`config.mk`:
```
export PLATFORM = sky130hd
export DESIGN_NAME = despejo_registradores
export DESIGN_NICKNAME = d
export VERILOG_FILES = /design/src/rtl/despejo_registradores.sv
export SDC_FILE = /design/constraint.sdc
export NUM_CORES = 1
export LEC_CHECK = 0
export CAP_MARGIN = 30
export CELL_PAD_IN_SITES_DETAIL_PLACEMENT = 0
export CELL_PAD_IN_SITES_GLOBAL_PLACEMENT = 1
export CORE_UTILIZATION = 42
export DETAILED_ROUTE_END_ITERATION = 8
export PLACE_DENSITY = 0.88
export RECOVER_POWER = 50
export REMOVE_ABC_BUFFERS = 1
export SLEW_MARGIN = 20
export SYNTH_ARGS = -nofsm -noshare
export SYNTH_HDL_FRONTEND = slang
export SYNTH_SLANG_ARGS = --single-unit
```
`constraint.sdc`:
```
create_clock -name Clock -period 1.9 [get_ports Clock]
set_input_delay 0.57 -clock Clock [delete_from_list [all_inputs] [get_ports Clock]]
set_output_delay 0.57 -clock Clock [all_outputs]
set_load 0.01 [all_outputs]
```
`src/rtl/despejo_registradores.sv`:
```
`default_nettype none
// ============================================================================
//  Module      : despejo_registradores
//  Description : Register-bank dump engine. On Iniciar it reads registers
//                0..NUM_REGS-1 through a spare read port and sends each value
//                on Tx as a UART 8N1-style frame. The data is sent LSB first,
//                with one start bit and one stop bit.
//  Revision    : 1.0 - initial release
// ============================================================================
module despejo_registradores #(
    parameter int NUM_REGS     = 16,
    parameter int ADDR_W       = 4,
    parameter int DATA_W       = 8,
    parameter int CLKS_PER_BIT = 16
) (
    input  logic              Clock,
    input  logic              Reset,
    input  logic              Iniciar,
    output logic [ADDR_W-1:0] RegLido,
    input  logic [DATA_W-1:0] DadoLido,
    output logic              Tx,
    output logic              Ocupado,
    output logic              Pronto
);

    // Bit-period counter width: ceil(log2(CLKS_PER_BIT)), at least one bit.
    localparam int CNT_W = (CLKS_PER_BIT > 2) ? $clog2(CLKS_PER_BIT) : 1;
    // Data-bit counter spans 0..DATA_W-1.
    localparam int BIT_W = (DATA_W > 2) ? $clog2(DATA_W) : 1;

    localparam logic [CNT_W-1:0]  c_CNT_MAX = CNT_W'(CLKS_PER_BIT - 1);
    localparam logic [BIT_W-1:0]  c_BIT_MAX = BIT_W'(DATA_W - 1);
    localparam logic [ADDR_W-1:0] c_IDX_MAX = ADDR_W'(NUM_REGS - 1);

    localparam logic [2:0] c_OCIOSO   = 3'd0;
    localparam logic [2:0] c_ENDERECA = 3'd1;
    localparam logic [2:0] c_INICIO   = 3'd2;
    localparam logic [2:0] c_DADOS    = 3'd3;
    localparam logic [2:0] c_PARADA   = 3'd4;
    localparam logic [2:0] c_FIM      = 3'd5;

    logic [2:0]        r_estado;
    logic [ADDR_W-1:0] r_indice;
    logic [CNT_W-1:0]  r_cnt;
    logic [BIT_W-1:0]  r_bit;
    logic [DATA_W-1:0] r_shift;
    logic              r_tx;
    logic              r_ocupado;
    logic              r_pronto;

    logic [2:0]        w_estadoProx;
    logic [ADDR_W-1:0] w_indiceProx;
    logic [CNT_W-1:0]  w_cntProx;
    logic [BIT_W-1:0]  w_bitProx;
    logic [DATA_W-1:0] w_shiftProx;
    logic              w_txProx;
    logic              w_ocupadoProx;
    logic              w_prontoProx;
    logic              w_fimPeriodo;

    assign w_fimPeriodo = (r_cnt == c_CNT_MAX);

    // Sequencer: walks address -> start bit -> data bits -> stop bit per register.
    always_comb begin
        w_estadoProx = r_estado;
        w_indiceProx = r_indice;
        w_cntProx    = r_cnt;
        w_bitProx    = r_bit;
        w_shiftProx  = r_shift;
        case (r_estado)
            c_OCIOSO: begin
                w_indiceProx = '0;
                w_cntProx    = '0;
                w_bitProx    = '0;
                if (Iniciar) begin
                    w_estadoProx = c_ENDERECA;
                end
            end
            c_ENDERECA: begin
                // Snapshot taken here; the frame never looks at DadoLido again.
                w_shiftProx  = DadoLido;
                w_cntProx    = '0;
                w_estadoProx = c_INICIO;
            end
            c_INICIO: begin
                if (w_fimPeriodo) begin
                    w_cntProx    = '0;
                    w_bitProx    = '0;
                    w_estadoProx = c_DADOS;
                end else begin
                    w_cntProx = r_cnt + CNT_W'(1);
                end
            end
            c_DADOS: begin
                if (w_fimPeriodo) begin
                    w_cntProx   = '0;
                    w_shiftProx = {1'b0, r_shift[DATA_W-1:1]};
                    if (r_bit == c_BIT_MAX) begin
                        w_estadoProx = c_PARADA;
                    end else begin
                        w_bitProx = r_bit + BIT_W'(1);
                    end
                end else begin
                    w_cntProx = r_cnt + CNT_W'(1);
                end
            end
            c_PARADA: begin
                if (w_fimPeriodo) begin
                    w_cntProx = '0;
                    if (r_indice == c_IDX_MAX) begin
                        w_estadoProx = c_FIM;
                    end else begin
                        w_indiceProx = r_indice + ADDR_W'(1);
                        w_estadoProx = c_ENDERECA;
                    end
                end else begin
                    w_cntProx = r_cnt + CNT_W'(1);
                end
            end
            c_FIM: begin
                w_indiceProx = '0;
                w_estadoProx = c_OCIOSO;
            end
            default: begin
                w_indiceProx = '0;
                w_cntProx    = '0;
                w_bitProx    = '0;
                w_estadoProx = c_OCIOSO;
            end
        endcase
    end

    // Output values for the coming cycle, derived from the next state so the
    // registered outputs line up exactly with the state they describe.
    always_comb begin
        w_txProx = 1'b1;
        case (w_estadoProx)
            c_INICIO: w_txProx = 1'b0;
            c_DADOS:  w_txProx = w_shiftProx[0];
            default:  w_txProx = 1'b1;
        endcase
        w_ocupadoProx = (w_estadoProx != c_OCIOSO);
        w_prontoProx  = (w_estadoProx == c_FIM);
    end

    // State and registered outputs; reset forces an idle line at once.
    always_ff @(posedge Clock or negedge Reset) begin
        if (!Reset) begin
            r_estado  <= c_OCIOSO;
            r_indice  <= '0;
            r_cnt     <= '0;
            r_bit     <= '0;
            r_shift   <= '0;
            r_tx      <= 1'b1;
            r_ocupado <= 1'b0;
            r_pronto  <= 1'b0;
        end else begin
            r_estado  <= w_estadoProx;
            r_indice  <= w_indiceProx;
            r_cnt     <= w_cntProx;
            r_bit     <= w_bitProx;
            r_shift   <= w_shiftProx;
            r_tx      <= w_txProx;
            r_ocupado <= w_ocupadoProx;
            r_pronto  <= w_prontoProx;
        end
    end

    // Read address goes back to register 0 whenever the engine is idle.
    assign RegLido = (r_estado == c_OCIOSO) ? '0 : r_indice;
    assign Tx      = r_tx;
    assign Ocupado = r_ocupado;
    assign Pronto  = r_pronto;

endmodule
`default_nettype wire

```
* Word-level counts from Yosys, hierarchy flattened
Cells that the tools add are included.
** Cells by class
- Bitwise operators :: 2
- Reduce and logical (&&, ||, !) cells :: 9
- Multiplexer cells :: 20
- Add/sub/neg operators :: 3
- Equality and inequality tests :: 16
** Operator list (count)
- 2-to-1 mux 3 bit :: 9
- 2-to-1 mux 4 bit :: 4
- one-hot mux 4 bit (2 select lines) :: 2
- one-hot mux 8 bit (2 select lines) :: 1
- one-hot mux 3 bit (5 select lines) :: 1
- equality test 3 x 2 -> 1 bit (second input constant) :: 4
- equality test 3 bit (second input constant) :: 4
- inequality test 2 bit (second input constant) :: 5
- one-hot mux 3 bit (3 select lines) :: 1
- OR reduction 3 bit :: 3
- adder 4 x 1 -> 4 bit (second input constant) :: 2
- equality test 4 bit (second input constant) :: 2
- 2-to-1 mux 8 bit :: 1
- AND reduction 4 bit :: 1
- adder 3 x 1 -> 3 bit (second input constant) :: 1
- equality test 3 x 1 -> 1 bit (second input constant) :: 1
- zero test 3 bit :: 1
- AND reduction 3 bit :: 1
- nonzero test 3 bit :: 1
- inverter 1 bit :: 2
- one-hot mux 1 bit (2 select lines) :: 1
- AND reduction 2 bit :: 1
- nonzero test 2 bit :: 1
** Word-level totals
- Flip-flop bits (word level) :: 25
- Output and inout bits :: 7
- Input bits :: 11
- Word-level logic and storage cells :: 59

* Depth between registers and ports, before layout
- Depth in word-level cells :: 6
- Depth in mapped cells :: 7
- Gate-level depth less buffers :: 6

* Least setup slack after synthesis
OpenSTA, ideal clock, no wires.
- Kind :: register -> register
- From :: reg r_cnt[0]
- To :: reg r_bit[0]
- Setup slack :: 189 ps
- Library setup time :: 125 ps
- Arrival :: 1586 ps
- Required time :: 1775 ps
- Stages on the path, launching flop included :: 7
- Cell sequence :: dfrtp_1 > ha_1 > and3_1 > buf_4 > o21ai_1 > a21o_1 > mux2_4
** Between the ends
- Longest elaborated chain between the ends :: 3
- Elaborated cells on any way between the ends :: 4
** Ends and longest elaborated chain
- from (decl) :: line 44 : logic [CNT_W-1:0] r_cnt;
- from (signal assigned) :: line 160 : r_cnt <= w_cntProx;
- equality test 4 bit * :: line 61 : assign w_fimPeriodo = (r_cnt == c_CNT_MAX);
- inequality test 2 bit (no line)
- AND reduction 4 bit (no line) *
- to (signal assigned) :: line 161 : r_bit <= w_bitProx;
- to (decl) :: line 45 : logic [BIT_W-1:0] r_bit;
Every way passes the cells marked *; elsewhere a longest branch is shown, timed or not.
A chain may end at the register's enable or synchronous reset.

* Final worst setup path
- From :: reg r_estado[0]
- To :: out RegLido[2]
** Between the ends
- Longest elaborated chain between the ends :: 2
** Ends and longest elaborated chain
- from (decl) :: line 42 : logic [2:0] r_estado;
- from (signal assigned) :: line 149 : r_estado <= c_OCIOSO;
- from (signal assigned) :: line 158 : r_estado <= w_estadoProx;
- zero test 3 bit :: line 170 : assign RegLido = (r_estado == c_OCIOSO) ? '0 : r_indice;
- 2-to-1 mux 4 bit :: line 170
- to (decl) :: line 19 : output logic [ADDR_W-1:0] RegLido,
No other way between the ends.

==> out/qor.yml <==
hold_class: "reg2reg"
drc: 0
comb_power_share: 0.440
num_io_pins: 18
report.power.total_mw: 1.95
crit_chain: "nor3_2 -> buf_4 -> nor2b_1 -> clkbuf_2"
synth_fa_ha_area_frac: 0.0350
crit_path_top_delay_cell: "dfrtp_1"
critPathMaxStageDelay_ns: 0.41
fp.dieH_um: 60.3
cts_made_buffers: 3
report.final.setup_viol: 0
fillers: 297
path_clk_slew_ns: 0.13
grt_max_degree: 26
post_cts_buffers: 0
cp-end-kind: "primary output"
p_per_area_nw_per_um2: 1170
via_count: 1156
peakVddDrop_mv: 0.594
cp_max_fo: 4
layout_commonest_cell: "dfrtp_1"
slew_viol_final: 0
synth_warnings: 0
timing.setup.tns_ns: 0
timing.rr.start: "r_estado[1]$_DFF_PN0_"
critPathTopFamily: "flip-flops"
dp_slack_ns: 0.0659
internal_power_mw: 1.23
worst_pin_slew_ns: 0.612
critPathArrivalTime_ns: 1.19
cp_num_cells: 4
cts_root_buf: "clkbuf_4"
cts_max_path_buffers: 2
track_usage: 0.185
num_antenna_cells: 0
seqCellArea_um2: 627
seq_area_frac_synth: 0.439
core_um2: 3130
regToRegEndpoint: "Tx$_DFF_PN1_"
cts_tree: "built"
syn_area_um2: 1430
drt-initial-drc-count: 24
grt_pass1_wl_um: 5050
viasPerCell: 5.61
worst_slack_ns: 0.140
clock.fmax_ghz: 0.568
wirelength_um: 2870
die_w_um: 60.3
cts.htree.levels: 1
synth_xor_xnor_area_share: 0.0368
power_frac_seq: 0.440
route.detailed.wl_per_inst_um: 14.0
critPathBufInv: 2
yosys_register_bits: 25
multi_input_area_um2: 724
drtAntennaViolNets: 0
final_cell_mix: "24 x dfrtp_1, 19 x o22ai_1, 11 x clkdlybuf4s50_1"
fin_skew_ns: 0.00262
nets: 178
port_buffers: 17
utilization: 0.533
synth_area_per_cell_um2: 10.1
power.switching_mw: 0.719
antenna_found_initial: 0
clkPwrFrac: 0.120
syn_to_final_growth_pct: 16.6
row_count: 20
yosys.area_share.simple: 0.195
start_kind: "flop"
path_class: "reg2out"
die_area_um2: 3640
synth_cell_types: 40
p_leak_nw: 0.727
grt_pass1_vias: 1138
dpl.hpwl_um: 2080
gp_congestion: 0.788
synth_top_family_by_area: "simple AND/OR/NAND/NOR gates"
clkLatencyLatePin_ns: 0.31
grt-ovfl-total: 0
cp-endpoint: "RegLido[2]"
rsz0062_at_grt: "no"
drive_gt1_frac: 0.167
drv_cap: 0
start_util: 0.457
reg2reg_depth: 5
max-slew-margin-rel: 0.592
post-route-period-util: 0.926
min_period_ns: 1.76
synthMuxAreaShare: 0.0455
dr.pass1.iters: 4
synth_compound_area_frac: 0.191
rrSetupSlack_ns: 0.18
synthCells: 142
swShare: 0.369
cts_num_sinks: 25
crit_start: "r_estado[0]$_DFF_PN0_"
status: "finished, final reports clean"
final_hold_viol_count: 0
required_ns: 1.33
holdWs_ns: 0.534
-- worst register-to-register path: cells and delay by family, from the launching register on --
kind,cells,cell delay (ns)
and+or+nand+nor,2,0.58
AOI/OAI and AO/OA,2,0.43
DFF,1,0.42
buffers and inverters,1,0.21
-- worst min path at each step --
stage                         start                    to  slack, ns  depth (start not counted)
3_5_place_dp   r_bit[1]$_DFFE_PN0P_  r_bit[1]$_DFFE_PN0P_       0.51                          1
4_1_cts        r_bit[1]$_DFFE_PN0P_  r_bit[1]$_DFFE_PN0P_       0.54                          1
3_3_place_gp   r_bit[1]$_DFFE_PN0P_  r_bit[1]$_DFFE_PN0P_       0.50                          1
6_report       r_bit[1]$_DFFE_PN0P_  r_bit[1]$_DFFE_PN0P_       0.53                          1
5_1_grt        r_bit[1]$_DFFE_PN0P_  r_bit[1]$_DFFE_PN0P_       0.57                          1
2_1_floorplan                 Reset     Ocupado$_DFF_PN0_       0.27                          0
-- per-stage QoR --
step | instances | instance area (um^2)
6_report | 206 | 1670
3_5_place_dp | 202 | 1660
3_3_place_gp | 202 | 1660
4_1_cts | 206 | 1680
5_1_grt | 206 | 1670
2_1_floorplan | 132 | 1370
-- flip-flops by register name, indices dropped and copies added, names as in the netlist --
signal	flops
r_indice	4
Tx	1
Pronto	1
r_shift	8
r_estado	3
Ocupado	1
r_cnt	4
r_bit	3
-- routing by layer --
metal / track usage / part of all wire / vias up
met3: 0.0281 / 0.031 / 2
met1: 0.252 / 0.49 / 574
met4: 0.0399 / 0.0031 / 0
met2: 0.309 / 0.48 / 18
met5: 0 / 0 / -
li1: - / - / 562
-- what timing repair did --
action / CTS / global route
hold endpoints to repair: 0 / 0
hold buffers: 0 / 0
setup endpoints to repair: 5 / 4
resized for setup: 9 / 5
-- logic make-up after synthesis --
group,Yosys count
compound gates,41
xor+xnor,6
fa+ha+maj,4
buf+inv,15
flops,25
mux,5
simple gates,46
-- power by group through the flow --
stage | registers, mW | clock network (mW) | logic (mW)
after floorplan | 0.878 | 0 | 0.602
after global placement | 0.858 | 0 | 0.831
after detailed placement | 0.868 | 0 | 0.869
after CTS | 0.857 | 0.243 | 0.866
after global routing | 0.889 | 0.267 | 0.970
final | 0.858 | 0.233 | 0.858
-- cell type report --
| type | count | area share |
|---|---|---|
| Clock inverter | 1 | 0.00300 |
| Clock buffer | 3 | 0.0135 |
| Timing Repair Buffer | 26 | 0.128 |
| Tap cell | 44 | 0.0330 |
| Sequential cell | 25 | 0.376 |
| Inverter | 5 | 0.0113 |
| Multi-Input combinational cell | 102 | 0.435 |
-- Yosys cell counts --
library cell / number / share of area
nand2_1: 6 / 0.016
o211ai_1: 1 / 0.0053
nand2b_1: 8 / 0.035
dfrtp_1: 24 / 0.42
buf_2: 3 / 0.011
o32ai_1: 1 / 0.0061
mux2i_1: 2 / 0.014
or3_1: 1 / 0.0044
nor2b_1: 7 / 0.031
clkbuf_1: 3 / 0.0079
nor2_1: 5 / 0.013
buf_4: 2 / 0.011
nor4b_1: 1 / 0.0061
o21a_1: 1 / 0.0053
a21o_1: 1 / 0.0053
buf_6: 2 / 0.016
a31oi_1: 1 / 0.0044
nand3_1: 3 / 0.011
o21ai_0: 2 / 0.0070
o32a_1: 1 / 0.0070
nand3b_1: 2 / 0.011
nor3_2: 1 / 0.0070
inv_1: 5 / 0.013
a21oi_4: 1 / 0.011
o22ai_1: 19 / 0.083
xor2_1: 1 / 0.0061
a211o_1: 1 / 0.0061
xnor2_1: 5 / 0.031
nor3_1: 5 / 0.018
o21ai_1: 1 / 0.0035
or3b_1: 2 / 0.012
and3_1: 3 / 0.013
dfstp_2: 1 / 0.018
a311oi_1: 1 / 0.0061
nand3_2: 1 / 0.0070
a21oi_1: 9 / 0.032
nand3_4: 1 / 0.012
ha_1: 4 / 0.035
o31ai_2: 1 / 0.0088
mux2_4: 3 / 0.032
Power figures use the tool's default switching activity.
==> RTL change 1: new RTL, same flow settings <==
Register the output `RegLido`, with the module's reset; this adds one clock of latency there. The other outputs are not delayed to match.
--- a/src/rtl/despejo_registradores.sv
+++ b/src/rtl/despejo_registradores.sv
@@ -168,5 +168,11 @@
 
     // Read address goes back to register 0 whenever the engine is idle.
-    assign RegLido = (r_estado == c_OCIOSO) ? '0 : r_indice;
+    always_ff @(posedge Clock or negedge Reset) begin
+        if (!Reset) begin
+            RegLido <= '0;
+        end else begin
+            RegLido <= (r_estado == c_OCIOSO) ? '0 : r_indice;
+        end
+    end
     assign Tx      = r_tx;
     assign Ocupado = r_ocupado;
Check against the original RTL: no difference found for any inputs over 10 cycles, from zero or initial values and one cycle with Reset low; that may be too few to reach the edited logic, so the function may still have changed.
==> RTL change 1 against the original RTL <==
Sequential cell count increased by 4. Cell area increased by 6.4%. Sequential power fell by 2.4%. Fmax decreased by 1.0%. Core utilization is 0.15 points lower. Hold slack got worse by 17 ps. Sequential share of layout area increased by 3.4 points. Area after synthesis increased by 2.0%. Die area grew 1.9%. Routed wire length rose by 0.66%. Global-route usage increased by 0.56 points. Total power grew 2.9%. Setup slack got worse by 18 ps.
==> RTL change 1: results (changes against the original RTL) <==
Critical path
  – Worst Setup SP: r_cnt[0] (was r_estado[0])
  – R2R Path End: Ocupado (was Tx)
  – CP Max Fanout: 17 (was 4)
  – Reg2reg setup slack: 120 ps (was 180 ps)
  – CP max stage delay: 450 ps (was 410 ps)
  – Critical Path AT: 1980 ps (was 1190 ps)

Place
  – Inst Count DP: 198 (was 202)
  – DP HPWL: 1990 um (was 2080 um)
  – Pre-CTS WS: 114 ps (was 65.9 ps)
  – GPL Wtd Cong: 0.725 (was 0.788)

Synthesis
  – Sequential share of the synthesized area: 49.9% (was 43.9%)
  – Mux cell area share after synthesis: 2.49% (was 4.55%)
  – Synth cell count leaders: dfrtp_1, o22ai_1, a21oi_1 (unchanged)
  – Top cells by area, synth: dfrtp_1, o22ai_1, a21oi_1, ha_1, nor2_1 (was dfrtp_1, o22ai_1, ha_1, nand2b_1, a21oi_1)
  – Yosys cell types: 42 (was 40)
  – Compound-Gate Fraction of Synth Area: 25.2% (was 19.1%)
  – Xor and xnor area share after synthesis: 0.601% (was 3.68%)
  – Adder-Cell Fraction of Synth Area: 3.43% (was 3.50%)
  – Avg Cell Area, Syn: 10.4 um^2 (was 10.1 um^2)

GRT
  – First-pass GRT wire length: 5000 um (was 5050 um)
  – All-Layer GR Usage: 19.0% (was 18.5%)
  – Largest net degree at the start of global routing: 30 (was 26)
  – Vias in the first global route: 1127 (was 1138)

Power and ir drop
  – VDD IR max: 0.664 mV (was 0.594 mV)
  – Leakage: 0.000779 uW (was 0.000727 uW)

Cells and area
  – Layout cell share with drive strength beyond 1: 12.5% (was 16.7%)
  – Nets@finish: 174 (was 178)
  – Fill cell count: 310 (was 297)

Clocking
  – CTS H-Tree Depth: 2 (was 1)
  – Clock-pin slew on the worst setup and hold paths: 100 ps (was 130 ps)
  – Clk_lat worst skew: 330 ps (was 310 ps)
  – CTS Buf Count: 5 (was 3)

STA
  – Rel. slew slack: 52.1% (was 59.2%)
  – Final setup skew: 11.4 ps (was 2.62 ps)

Route
  – Drt pass-1 iters: 6 (was 4)
  – WL/cell: 14.0 um (about the same)
  – Initial drt markers: 50 (was 24)
  – Via-per-instance ratio: 5.52 (was 5.61)

Min path
  – WHS Endpoint: r_shift[7] (was r_bit[1])

Outcome
  – Outcome: completed (unchanged)
## RTL change 1: cell count changes after synthesis, moves of 4 or more
cell	delta
nand2b_1	-5
dfrtp_1	+4
nor2_1	+4
o22ai_1	-4
xnor2_1	-4
## RTL change 1: timing repair
action | 4_1_cts | 5_1_grt
gates resized for setup | 1 | 1
hold buffers | 0 | 0
setup endpoints to repair | 1 | 2
gates cloned | 0 | 0
## RTL change 1: stage by stage
step,cell area [um^2],hold slack (ps),total power (uW)
after floorplan,1410,274,1220
after global placement,1670,487,1360
after detailed placement,1670,494,1390
after CTS,1770,517,2020
after global routing,1770,549,2140
final,1770,518,2000
## RTL change 1: logic make-up (layout without fill, tap and decap cells)
family | count (synthesis) | in the layout
compound gates | 51 | 51
xor+xnor | 1 | 1
fa+ha+maj | 4 | 4
buf+inv | 16 | 36
flops | 29 | 29
mux | 3 | 3
simple gates | 36 | 36
## RTL change 1: final cells by class
cell class,instances,share of cell area (%)
Tap cell,46,3.25
Multi-Input combinational cell,95,37.4
Timing Repair Buffer,21,11.1
Inverter,7,1.48
Sequential cell,29,41.0
Clock buffer,5,2.12
Clock inverter,3,3.67
## RTL change 1: per-layer routing
metal  GRT usage [%]  part of all wire, %
met3            4.48                  3.5
met2            30.0                   47
met5               0                    0
met4            10.4                  2.2
met1            24.3                   47
## RTL change 1: worst max-delay path by stage
stage | slack (ps) | cells past startpoint | endpoint
after floorplan | 280 | 5 | Ocupado
after global placement | 130 | 4 | Ocupado
after detailed placement | 110 | 4 | Ocupado
after CTS | 120 | 1 | Ocupado
after global routing | 20 | 5 | Ocupado
final | 120 | 5 | Ocupado
## RTL change 1: where the power goes
part           total, uW  internal, uW  switching (uW)
clock network        623           407             216
logic                545           267             279
registers            837           720             117
total               2000          1390             611
==> RTL change 2: new RTL, config.mk and constraints unchanged <==
Made on the original files. Set the parameter `ADDR_W` to 5 (it was 4).
--- a/src/rtl/despejo_registradores.sv
+++ b/src/rtl/despejo_registradores.sv
@@ -10,5 +10,5 @@
 module despejo_registradores #(
     parameter int NUM_REGS     = 16,
-    parameter int ADDR_W       = 4,
+    parameter int ADDR_W       = 5,
     parameter int DATA_W       = 8,
     parameter int CLKS_PER_BIT = 16
Ports: changed (resized RegLido); port bits go from 18 to 19. No check against the original RTL was run, so the function may have changed too.
==> RTL change 2 against the original RTL <==
Cell area rose by 8.9%. Fmax fell by 7.9%. Routed wire length rose by 17%. Count of clock-buffer cells in the layout did not move. Non-clock buffer count rose by 11. First-iteration DRC count rose by 100%. Via count rose by 10%. The run now ends with setup timing left. Critical endpoint is now r_indice[3]. Sequential cell count rose by 1. Clock skew rose by 4.3 ps. Area after synthesis rose by 1.7%. Sequential share of layout area fell by 1.7 points. Setup slack got worse by 150 ps.
Power is not compared: it rests on default switching activity, and its combinational part moved more than twofold at a synthesized area within 25%.
==> RTL change 2: results (changes against the original RTL) <==
Outcome
  – Outcome: complete, but fails checks (was completed)
  – Violated checks: setup timing

Synthesis
  – Syn. warnings: 0 (unchanged)
  – Synth cell count leaders: dfrtp_1, o22ai_1, a21oi_1 (unchanged)
  – Post-synth EDFFs: 0 (unchanged)
  – Yosys cell types: 41 (was 40)
  – Top cells by area, synth: dfrtp_1, o22ai_1, ha_1, a21oi_1, nor2b_1 (was dfrtp_1, o22ai_1, ha_1, nand2b_1, a21oi_1)

Route
  – Initial drt markers: 49 (was 24)
  – DRC: 0 (unchanged)
  – Vias: 1272 (was 1156)
  – WL/cell: 15.2 um (was 14.0 um)

Critical path
  – CP max stage delay: between 400 and 500 ps
  – Critical Path AT: 2150 ps (was 1190 ps)
  – CP Max Fanout: 3 (was 4)

GRT
  – Vias in the first global route: 1242 (was 1138)
  – First-pass GRT wire length: 5580 um (was 5050 um)
  – All-Layer GR Usage: 20.3% (was 18.5%)
  – Largest net degree at the start of global routing: 27 (was 26)

STA
  – Setup ws final: -10.0 ps (was 140 ps)
  – Final setup TNS: -10.0 ps (was 0 ps)
  – Rel. slew slack: 56.7% (was 59.2%)
  – Setup-failing EPs final: 1 (was 0)

Place
  – Port bufs: 18 (was 17)
  – GPL Wtd Cong: 0.932 (was 0.788)
  – DP HPWL: 2370 um (was 2080 um)
  – Placed Area: 0.00173 mm^2 (was 0.00166 mm^2)
  – Pre-CTS WS: -2.74 ps (was 65.9 ps)

Clocking
  – Root buffer cell: clkbuf_4 (unchanged)

Cells and area
  – Largest regs: r_shift (8), r_indice (5), r_cnt (4) (was r_shift (8), r_cnt (4), r_indice (4))
  – Layout cell share with drive strength beyond 1: 23.6% (was 16.7%)
  – Nets@finish: 195 (was 178)
==> RTL change 2: cell count changes after synthesis, sizes merged, moves of 4 or more <==
cell,delta
a22o,+4
o21ai,+4
nand2b,-5
o22ai,-5
==> RTL change 2: path summary, 6_finish.rpt <==
| path | startpoint | to | slack [ps] | cells after the start |
|---|---|---|---|---|
| worst max register to register | r_indice[0] | r_indice[3] | -10 | 7 |
| worst min register to register | r_shift[7] | r_shift[7] | 530 | 1 |
| min in group asynchronous | Reset | r_shift[4] | 780 | 2 |
| worst max-delay path | r_indice[0] | r_indice[3] | -10 | 7 |
| max in group asynchronous | Reset | Ocupado | 700 | 2 |
| worst min-delay path | r_shift[7] | r_shift[7] | 530 | 1 |
==> RTL change 2: worst max-delay path, delay by kind of cell (launching register included) <==
kind                       cells  cell delay [ps]
AOI/OAI and AO/OA              2              290
adders and majority gates      2              410
DFF                            1              420
and+or+nand+nor                3              710
==> RTL change 2: through the flow <==
stage	power [uW]	hold WS, ps	std cells
after CTS	982	523	221
after global routing	1010	545	222
final	970	529	222
after detailed placement	602	491	212
after floorplan	568	274	137
after global placement	601	490	212
==> RTL change 2: metal layers <==
metal / share of wire, % / track usage, % / wire (um) / vias to the layer above
met1: 45 / 26.7 / 1520 / 639
met2: 51 / 35.0 / 1730 / 19
li1: - / - / - / 610
met4: 0.86 / 3.57 / 29 / 0
met3: 2.6 / 4.48 / 89 / 4
met5: 0 / 0 / 0 / -
==> RTL change 2: what timing repair did <==
action | in CTS | in global routing
pin swaps | 2 | 1
setup buffers | 5 | 1
endpoints found under the setup margin | 7 | 9
hold endpoints to repair | 0 | 0
resized for setup | 22 | 4
==> RTL change 2: cell families after synthesis <==
logic type	count (synthesis)	synth area share, %
AOI/OAI and AO/OA	49	23.8
and+or+nand+nor	42	16.5
DFF	26	44.9
buffers and inverters	18	5.68
adders and majority gates	5	4.31
muxes	4	3.01
xor gates and xnor gates	3	1.81
==> RTL change 2: layout make-up <==
| type | instances | area (um^2) |
|---|---|---|
| well taps | 44 | 55.1 |
| flip-flops and latches | 26 | 652 |
| inverters | 8 | 30.0 |
| fillers | 295 | 1360 |
| repair buffers | 37 | 298 |
| multi-input cells | 103 | 728 |
| clock inverters | 1 | 30.0 |
| clock buffers | 3 | 22.5 |
==> RTL change 2: power by group through the flow <==
stage / clock, uW / combinational (uW) / sequential, uW
floorplan: 0 / 1.96 / 566
global placement: 0 / 35.2 / 566
detailed placement: 0 / 36.1 / 566
CTS: 391 / 36.2 / 556
global route: 413 / 37.4 / 556
finish: 381 / 34.0 / 556
